**config.mk**
```make
export PLATFORM = sky130hd
export DESIGN_NAME = arbitro_escritura_registros_flat
export DESIGN_NICKNAME = d
export VERILOG_FILES = /design/src/rtl/arbitro_escritura_registros_pkg.sv /design/src/rtl/arbitro_escritura_registros_if.sv /design/src/rtl/arbitro_escritura_registros_marcador_ocupados.sv /design/src/rtl/arbitro_escritura_registros.sv /design/src/flat_wrapper.sv
export SDC_FILE = /design/constraint.sdc
export NUM_CORES = 1
export LEC_CHECK = 0
export CAP_MARGIN = 15
export CELL_PAD_IN_SITES_DETAIL_PLACEMENT = 0
export CELL_PAD_IN_SITES_GLOBAL_PLACEMENT = 1
export CORE_MARGIN = 4
export CORE_UTILIZATION = 35
export CTS_BUF_LIST = sky130_fd_sc_hd__clkbuf_8
export DETAILED_ROUTE_END_ITERATION = 7
export HOLD_SLACK_MARGIN = 0.08
export PLACE_DENSITY = 0.94
export SLEW_MARGIN = 20
export SYNTH_ARGS = -nofsm -noshare
export SYNTH_HDL_FRONTEND = slang
export SYNTH_HIERARCHICAL = 1
export SYNTH_SLANG_ARGS = --single-unit
```
**constraint.sdc**
```tcl
create_clock -name clk -period 3.2 [get_ports clk]
set_input_delay 0.64 -clock clk [delete_from_list [all_inputs] [get_ports clk]]
set_output_delay 0.64 -clock clk [all_outputs]
set_load 0.02 [all_outputs]
```
**src/rtl/arbitro_escritura_registros_pkg.sv**
```systemverilog
`default_nettype none
// ============================================================================
// Module   : arbitro_escritura_registros_pkg
// Brief    : Shared widths, requester indices and pointer encoding for the
//            register-file write-port arbiter.
// Revision : 1.0
// ============================================================================
package arbitro_escritura_registros_pkg;

    localparam int c_ANCHO_DATOS = 32;
    localparam int c_ANCHO_DIR   = 5;

    // Bit positions of each requester inside the grant vector.
    localparam int c_REQ_A = 0;
    localparam int c_REQ_B = 1;

    localparam int c_DIR_CERO = 0;

    typedef enum logic [0:0] {
        PTR_A = 1'b0,
        PTR_B = 1'b1
    } puntero_e;

endpackage : arbitro_escritura_registros_pkg
`default_nettype wire

```
**src/rtl/arbitro_escritura_registros_if.sv**
```systemverilog
`default_nettype none
// ============================================================================
// Module   : arbitro_escritura_registros_if
// Brief    : Requester, register-file write and scoreboard signals of the
//            write-port arbiter.
// Revision : 1.0
// ============================================================================
interface arbitro_escritura_registros_if
    import arbitro_escritura_registros_pkg::*;
#(
    parameter int ANCHO_DATOS = c_ANCHO_DATOS,
    parameter int ANCHO_DIR   = c_ANCHO_DIR
);

    localparam int NUM_REGS = 2 ** ANCHO_DIR;

    logic                   validoA;
    logic [ANCHO_DIR-1:0]   dirA;
    logic [ANCHO_DATOS-1:0] datoA;
    logic                   listoA;

    logic                   validoB;
    logic [ANCHO_DIR-1:0]   dirB;
    logic [ANCHO_DATOS-1:0] datoB;
    logic                   listoB;

    logic                   WE;
    logic [ANCHO_DIR-1:0]   direccionEscritura;
    logic [ANCHO_DATOS-1:0] datos;

    logic                   reservar;
    logic [ANCHO_DIR-1:0]   dirReserva;
    logic [ANCHO_DIR-1:0]   primerDireccionLectura;
    logic [ANCHO_DIR-1:0]   segundaDireccionLectura;
    logic                   riesgo;
    logic [NUM_REGS-1:0]    ocupados;

    modport master (
        output validoA, dirA, datoA,
        input  listoA,
        output validoB, dirB, datoB,
        input  listoB,
        input  WE, direccionEscritura, datos,
        output reservar, dirReserva,
        output primerDireccionLectura, segundaDireccionLectura,
        input  riesgo, ocupados
    );

    modport slave (
        input  validoA, dirA, datoA,
        output listoA,
        input  validoB, dirB, datoB,
        output listoB,
        output WE, direccionEscritura, datos,
        input  reservar, dirReserva,
        input  primerDireccionLectura, segundaDireccionLectura,
        output riesgo, ocupados
    );

endinterface : arbitro_escritura_registros_if
`default_nettype wire

```
**src/rtl/arbitro_escritura_registros_marcador_ocupados.sv**
```systemverilog
`default_nettype none
// ============================================================================
// Module   : marcador_ocupados
// Brief    : Pending-write busy mask with set/clear per register and the
//            read-after-write hazard lookup for two read addresses.
// Revision : 1.0
// ============================================================================
module marcador_ocupados
    import arbitro_escritura_registros_pkg::*;
#(
    parameter int ANCHO_DIR     = c_ANCHO_DIR,
    parameter int PROTEGER_CERO = 1,
    localparam int NUM_REGS     = 2 ** ANCHO_DIR
) (
    input  wire logic                 clk,
    input  wire logic                 rst,
    input  wire logic                 i_reservar,
    input  wire logic [ANCHO_DIR-1:0] i_dir_reserva,
    input  wire logic                 i_limpiar,
    input  wire logic [ANCHO_DIR-1:0] i_dir_limpiar,
    input  wire logic [ANCHO_DIR-1:0] i_dir_lectura_0,
    input  wire logic [ANCHO_DIR-1:0] i_dir_lectura_1,
    output logic                      o_riesgo,
    output logic [NUM_REGS-1:0]       o_ocupados
);

    logic [NUM_REGS-1:0] r_ocupados;
    logic [NUM_REGS-1:0] w_siguiente;

    for (genvar i = 0; i < NUM_REGS; i++) begin : g_bit
        if ((i == c_DIR_CERO) && (PROTEGER_CERO != 0)) begin : g_cero
            assign w_siguiente[i] = 1'b0;
        end else begin : g_normal
            logic w_set;
            logic w_clr;
            assign w_set = i_reservar && (i_dir_reserva == ANCHO_DIR'(i));
            assign w_clr = i_limpiar  && (i_dir_limpiar == ANCHO_DIR'(i));
            // A new reservation beats the clear of the write that just retired.
            assign w_siguiente[i] = w_set | (r_ocupados[i] & ~w_clr);
        end
    end

    always_ff @(posedge clk) begin
        if (rst) begin
            r_ocupados <= '0;
        end else begin
            r_ocupados <= w_siguiente;
        end
    end

    assign o_riesgo   = r_ocupados[i_dir_lectura_0] | r_ocupados[i_dir_lectura_1];
    assign o_ocupados = r_ocupados;

endmodule : marcador_ocupados
`default_nettype wire

```
**src/rtl/arbitro_escritura_registros.sv**
```systemverilog
`default_nettype none
// ============================================================================
// Module   : arbitro_escritura_registros
// Brief    : Round-robin arbiter for the single register-file write port
//            (ALU vs. load writeback) with registered write outputs.
// Revision : 1.0
// ============================================================================
module arbitro_escritura_registros
    import arbitro_escritura_registros_pkg::*;
#(
    parameter int ANCHO_DATOS   = c_ANCHO_DATOS,
    parameter int ANCHO_DIR     = c_ANCHO_DIR,
    parameter int PROTEGER_CERO = 1
) (
    input  wire logic                      clk,
    input  wire logic                      rst,
    arbitro_escritura_registros_if.slave   bus
);

    puntero_e               r_puntero;
    puntero_e               w_puntero_sig;
    logic [1:0]             w_concede;
    logic                   w_transfer;
    logic [ANCHO_DIR-1:0]   w_dir_gan;
    logic [ANCHO_DATOS-1:0] w_dato_gan;
    logic                   w_escribe;

    logic                   r_we;
    logic [ANCHO_DIR-1:0]   r_dir;
    logic [ANCHO_DATOS-1:0] r_datos;

    always_ff @(posedge clk) begin
        if (rst) begin
            r_puntero <= PTR_A;
        end else begin
            r_puntero <= w_puntero_sig;
        end
    end

    always_comb begin
        w_puntero_sig = r_puntero;
        w_concede     = 2'b00;
        if (!rst) begin
            case ({bus.validoB, bus.validoA})
                2'b01:   w_concede[c_REQ_A] = 1'b1;
                2'b10:   w_concede[c_REQ_B] = 1'b1;
                2'b11: begin
                    if (r_puntero == PTR_A) begin
                        w_concede[c_REQ_A] = 1'b1;
                    end else begin
                        w_concede[c_REQ_B] = 1'b1;
                    end
                end
                default: w_concede = 2'b00;
            endcase
            // The pointer always moves to whoever did not just win.
            if (w_concede[c_REQ_A]) begin
                w_puntero_sig = PTR_B;
            end else if (w_concede[c_REQ_B]) begin
                w_puntero_sig = PTR_A;
            end
        end
    end

    assign bus.listoA = w_concede[c_REQ_A];
    assign bus.listoB = w_concede[c_REQ_B];

    assign w_transfer = |w_concede;
    assign w_dir_gan  = w_concede[c_REQ_B] ? bus.dirB  : bus.dirA;
    assign w_dato_gan = w_concede[c_REQ_B] ? bus.datoB : bus.datoA;

    // Writes to register zero are accepted but silently dropped when protected.
    assign w_escribe  = w_transfer &&
                        !((PROTEGER_CERO != 0) && (w_dir_gan == ANCHO_DIR'(c_DIR_CERO)));

    always_ff @(posedge clk) begin
        if (rst) begin
            r_we    <= 1'b0;
            r_dir   <= '0;
            r_datos <= '0;
        end else begin
            r_we <= w_escribe;
            if (w_escribe) begin
                r_dir   <= w_dir_gan;
                r_datos <= w_dato_gan;
            end
        end
    end

    assign bus.WE                 = r_we;
    assign bus.direccionEscritura = r_dir;
    assign bus.datos              = r_datos;

    marcador_ocupados #(
        .ANCHO_DIR     (ANCHO_DIR),
        .PROTEGER_CERO (PROTEGER_CERO)
    ) u_marcador (
        .clk             (clk),
        .rst             (rst),
        .i_reservar      (bus.reservar),
        .i_dir_reserva   (bus.dirReserva),
        .i_limpiar       (r_we),
        .i_dir_limpiar   (r_dir),
        .i_dir_lectura_0 (bus.primerDireccionLectura),
        .i_dir_lectura_1 (bus.segundaDireccionLectura),
        .o_riesgo        (bus.riesgo),
        .o_ocupados      (bus.ocupados)
    );

endmodule : arbitro_escritura_registros
`default_nettype wire

```
**src/flat_wrapper.sv**
```systemverilog
// flat-port wrapper written by rule: the top's interface ports become plain ports
module arbitro_escritura_registros_flat import arbitro_escritura_registros_pkg::*;
#(
    parameter int ANCHO_DATOS   = c_ANCHO_DATOS,
    parameter int ANCHO_DIR     = c_ANCHO_DIR,
    parameter int PROTEGER_CERO = 1
)
  (clk, rst, bus_validoA, bus_dirA, bus_datoA, bus_listoA, bus_validoB, bus_dirB, bus_datoB, bus_listoB, bus_WE, bus_direccionEscritura, bus_datos, bus_reservar, bus_dirReserva, bus_primerDireccionLectura, bus_segundaDireccionLectura, bus_riesgo, bus_ocupados);
  arbitro_escritura_registros_if #(.ANCHO_DATOS(ANCHO_DATOS), .ANCHO_DIR(ANCHO_DIR)) bus_i ();
  input  wire logic clk;
  input  wire logic rst;
  input wire logic [$bits(bus_i.validoA)-1:0] bus_validoA;
  input wire logic [$bits(bus_i.dirA)-1:0] bus_dirA;
  input wire logic [$bits(bus_i.datoA)-1:0] bus_datoA;
  output wire logic [$bits(bus_i.listoA)-1:0] bus_listoA;
  input wire logic [$bits(bus_i.validoB)-1:0] bus_validoB;
  input wire logic [$bits(bus_i.dirB)-1:0] bus_dirB;
  input wire logic [$bits(bus_i.datoB)-1:0] bus_datoB;
  output wire logic [$bits(bus_i.listoB)-1:0] bus_listoB;
  output wire logic [$bits(bus_i.WE)-1:0] bus_WE;
  output wire logic [$bits(bus_i.direccionEscritura)-1:0] bus_direccionEscritura;
  output wire logic [$bits(bus_i.datos)-1:0] bus_datos;
  input wire logic [$bits(bus_i.reservar)-1:0] bus_reservar;
  input wire logic [$bits(bus_i.dirReserva)-1:0] bus_dirReserva;
  input wire logic [$bits(bus_i.primerDireccionLectura)-1:0] bus_primerDireccionLectura;
  input wire logic [$bits(bus_i.segundaDireccionLectura)-1:0] bus_segundaDireccionLectura;
  output wire logic [$bits(bus_i.riesgo)-1:0] bus_riesgo;
  output wire logic [$bits(bus_i.ocupados)-1:0] bus_ocupados;
  assign bus_i.validoA = bus_validoA;
  assign bus_i.dirA = bus_dirA;
  assign bus_i.datoA = bus_datoA;
  assign bus_listoA = bus_i.listoA;
  assign bus_i.validoB = bus_validoB;
  assign bus_i.dirB = bus_dirB;
  assign bus_i.datoB = bus_datoB;
  assign bus_listoB = bus_i.listoB;
  assign bus_WE = bus_i.WE;
  assign bus_direccionEscritura = bus_i.direccionEscritura;
  assign bus_datos = bus_i.datos;
  assign bus_i.reservar = bus_reservar;
  assign bus_i.dirReserva = bus_dirReserva;
  assign bus_i.primerDireccionLectura = bus_primerDireccionLectura;
  assign bus_i.segundaDireccionLectura = bus_segundaDireccionLectura;
  assign bus_riesgo = bus_i.riesgo;
  assign bus_ocupados = bus_i.ocupados;
  arbitro_escritura_registros #(.ANCHO_DATOS(ANCHO_DATOS), .ANCHO_DIR(ANCHO_DIR), .PROTEGER_CERO(PROTEGER_CERO)) u_core (.clk(clk), .rst(rst), .bus(bus_i));
endmodule
```
==> metrics.json <==
{
  "maxClockFrequency_ghz": 0.320,
  "status": "complete, no violations",
  "fraction_of_final_layout_cells_sized_beyond_drive_strength_1": 0.0933,
  "synth.mux.area_fraction": 0.283,
  "clock_network_latency_to_the_later_pin_of_the_worst_skew_pair_ns": 0.33,
  "grt_setup_unrepaired": "false",
  "yosys.area.top_type_share": 0.358,
  "synth_top_family_by_area": "multiplexers",
  "power.density_nw_per_um2": 393,
  "reg2reg_setup_slack_ns": 1.38,
  "synth.distinct_cells": 44,
  "path_clk_slew_ns": 0.08,
  "detailedRoute.firstIterationViolations": 266,
  "hold-worst-slack_ns": 0.479,
  "ys_ff_latch": 70,
  "finalHoldViolCount": 0,
  "die_w_um": 114,
  "cts-htree-levels": 3,
  "end_kind": "primary output",
  "clock-skew-final_ns": 0.00789,
  "cp_cell_sequence": "dlygate4sd2_1 > bufbuf_16 > mux4_2 > o22ai_1 > o2111ai_1 > a221o_1 > buf_2",
  "r2r.worst_path.cells": 6,
  "postLayoutCellArea_um2": 5940,
  "r2r_end": "u_core/bus.datos[20]",
  "clock_tree_root_driver_cell": "clkbuf_8",
  "worstHoldPathType": "flop to flop",
  "placementRows": 38,
  "critPathSlowestCell": "mux4_2",
  "design.die.area_um2": 12900,
  "final_max_slew_viol_count": 0,
  "worst_hold_path.num_cells": 2,
  "yosys.area_share.adder": 0,
  "syn-num-nets": 503,
  "first_global_vias": 3946,
  "number_of_sinks_on_the_clock_net": 70,
  "yosys-top-cells-area": "dfxtp_1 (36%), mux2i_1 (18%), mux4_2 (6.9%)",
  "postLayoutSetupSlackWorst_ns": 0.0784,
  "place_ws_ns": -0.476,
  "wl_um": 12600,
  "num_antenna_cells": 0,
  "setup.worst_path.class": "input port to primary output",
  "finalWorstPathRequiredPeriod_ns": 3.12,
  "post-dp-hpwl_um": 9880,
  "whs_endpoint": "u_core/bus.datos[25]",
  "synth_area_per_cell_um2": 9.57,
  "synth_enable_flop_cells": 0,
  "synth-simple-area-share": 0.163,
  "synth_area_um2": 3910,
  "synth-warning-count": 6,
  "worst_ir_drop_vdd_mv": 0.205,
  "worst-endpoint-arrival_ns": 2.48,
  "io_buffer_count": 165,
  "maxCapViolCount": 0,
  "num-nets-final": 668,
  "areaGrowthSynthToFinish_pct": 51.8,
  "detail_route.drc_violations": 0,
  "coreArea_um2": 10900,
  "yosys.area_share.xor_xnor": 0,
  "global_route.overflow_total": 0,
  "worst_setup_path_start_kind": "input port",
  "crit-reg2reg-launch": "u_core/r_puntero",
  "max_stage_delay_ns": 0.48,
  "drt-pass1-iter-count": 5,
  "area_fraction_in_compound_gates_after_synthesis": 0.142,
  "relative_slew_slack": 0.554,
  "vias_after_detailed_routing": 3881,
  "die_h_um": 114,
  "detailed_place.area_um2": 5690,
  "grt_first_pass_wirelength_um": 19500,
  "final_antenna_net_count": 0,
  "async_s_r_ff_share_synth": 0,
  "grt_usage": 0.188,
  "worst_pin_slew_ns": 0.652,
  "route.detailed.wl_per_inst_um": 17.5,
  "cts_buffer_depth": 2,
  "io_pins": 167,
  "synth.most_common_cell": "mux2i_1",
  "synth_top_cell_by_area": "dfxtp_1",
  "reported_leakage_power_nw": 2.37,
  "timing.critical_path.required_ns": 2.56,
  "postCtsSetupRepairBufs": 0,
  "cts-buffers-inserted": 9,
  "finalSetupViolations": 0,
  "synth-seq-area-share": 0.358,
  "antenna_found_initial": 0,
  "avgViaCountPerCell": 5.40,
  "floorplan.initialDensity": 0.359,
  "count_of_mapped_cells_out_of_synthesis": 409,
  "ys_top_cells_by_count": "mux2i_1 (71), dfxtp_1 (70), nand2b_1 (38)",
  "tritoncts_clock_tree": "done",
  "finalWeightedCongestion": 0.959,
  "largest_net_degree_at_the_start_of_global_routing": 39,
  "critical_path.max_fanout": 5,
  "period_share": 0.976,
  "synth_flop_cell": "dfxtp_1",
  "min-delay-start": "u_core/bus.datos[25]"
}
==> repair_timing <==
item,CTS,global route
pin swaps,1,0
setup endpoints to repair,1,1
hold buffers,0,0
cloned,1,0
resized for setup,6,4
==> per-layer routing <==
metal	global-route usage	up-vias	share of wire
met5	0	-	0
met1	0.220	1811	0.40
met3	0.0790	23	0.12
met4	0.0609	0	0.021
li1	-	1819	-
met2	0.312	228	0.45
==> kinds of logic (layout without fill, tap and decap cells) <==
kind of cell    after synthesis  after routing
mux                          89             89
compound gates               94             94
buf+inv                      36            206
simple gates                119            119
other cells                   1              1
flops                        70             70
==> cells in the final DEF (no fill, tap or decap), drive strengths merged, types with 6 or more instances in the layout <==
cell / Yosys / layout
a21oi: 34 / 34
buf: 11 / 17
clkbuf: 16 / 11
clkdlybuf4s50: 0 / 160
dfxtp: 70 / 70
inv: 9 / 9
mux2i: 71 / 71
mux4: 16 / 16
nand2: 34 / 34
nand2b: 38 / 38
nand3: 15 / 15
nor2: 6 / 6
nor2b: 10 / 10
o21ai: 34 / 34
==> metrics by stage <==
| step | power (mW) | TNS, ns | std cells | utilization |
|---|---|---|---|---|
| floorplan | 1.31 | 0 | 409 | - |
| global placement | 1.61 | -0.466 | 702 | 0.523 |
| detailed placement | 1.62 | -0.476 | 702 | 0.523 |
| CTS | 2.36 | 0 | 719 | 0.545 |
| global route | 2.44 | 0 | 719 | 0.546 |
| finish | 2.34 | 0 | 719 | 0.546 |
==> where the power goes <==
group          switching (mW)  internal, mW
logic                   0.293         0.330
clock network           0.329         0.401
registers              0.0471         0.937
==> cell type report <==
type | count | area (um^2)
multi-input combinational | 303 | 2320
tap | 140 | 175
timing repair buffer | 181 | 1810
inverter | 9 | 33.8
clock inverter | 5 | 57.6
sequential | 70 | 1400
fill | 978 | 4950
clock buffer | 11 | 151
==> worst max path at each step <==
stage,start,slack [ns],depth (start not counted),to
2_1_floorplan,bus_primerDireccionLectura[2],0.51,5,bus_riesgo
3_3_place_gp,bus_primerDireccionLectura[0],-0.47,7,bus_riesgo
3_5_place_dp,bus_primerDireccionLectura[0],-0.48,7,bus_riesgo
4_1_cts,bus_segundaDireccionLectura[0],0.01,7,bus_riesgo
5_1_grt,bus_segundaDireccionLectura[1],0.01,6,bus_riesgo
6_report,bus_primerDireccionLectura[0],0.08,7,bus_riesgo
==> flip-flops by register name, indices dropped and copies added, names as in the netlist <==
name / count
u_core/bus.WE: 1
u_core/bus.datos: 32
u_core/bus.direccionEscritura: 5
u_core/r_puntero: 1
u_core/u_marcador/o_ocupados: 31
==> worst max-delay path, delay by kind of cell <==
family                 cells  cell delay, ns
multiplexers               1            0.48
AO/OA/AOI/OAI              3            0.65
buffers and inverters      3            0.71
Note: power is estimated with default switching activity, not from simulation.
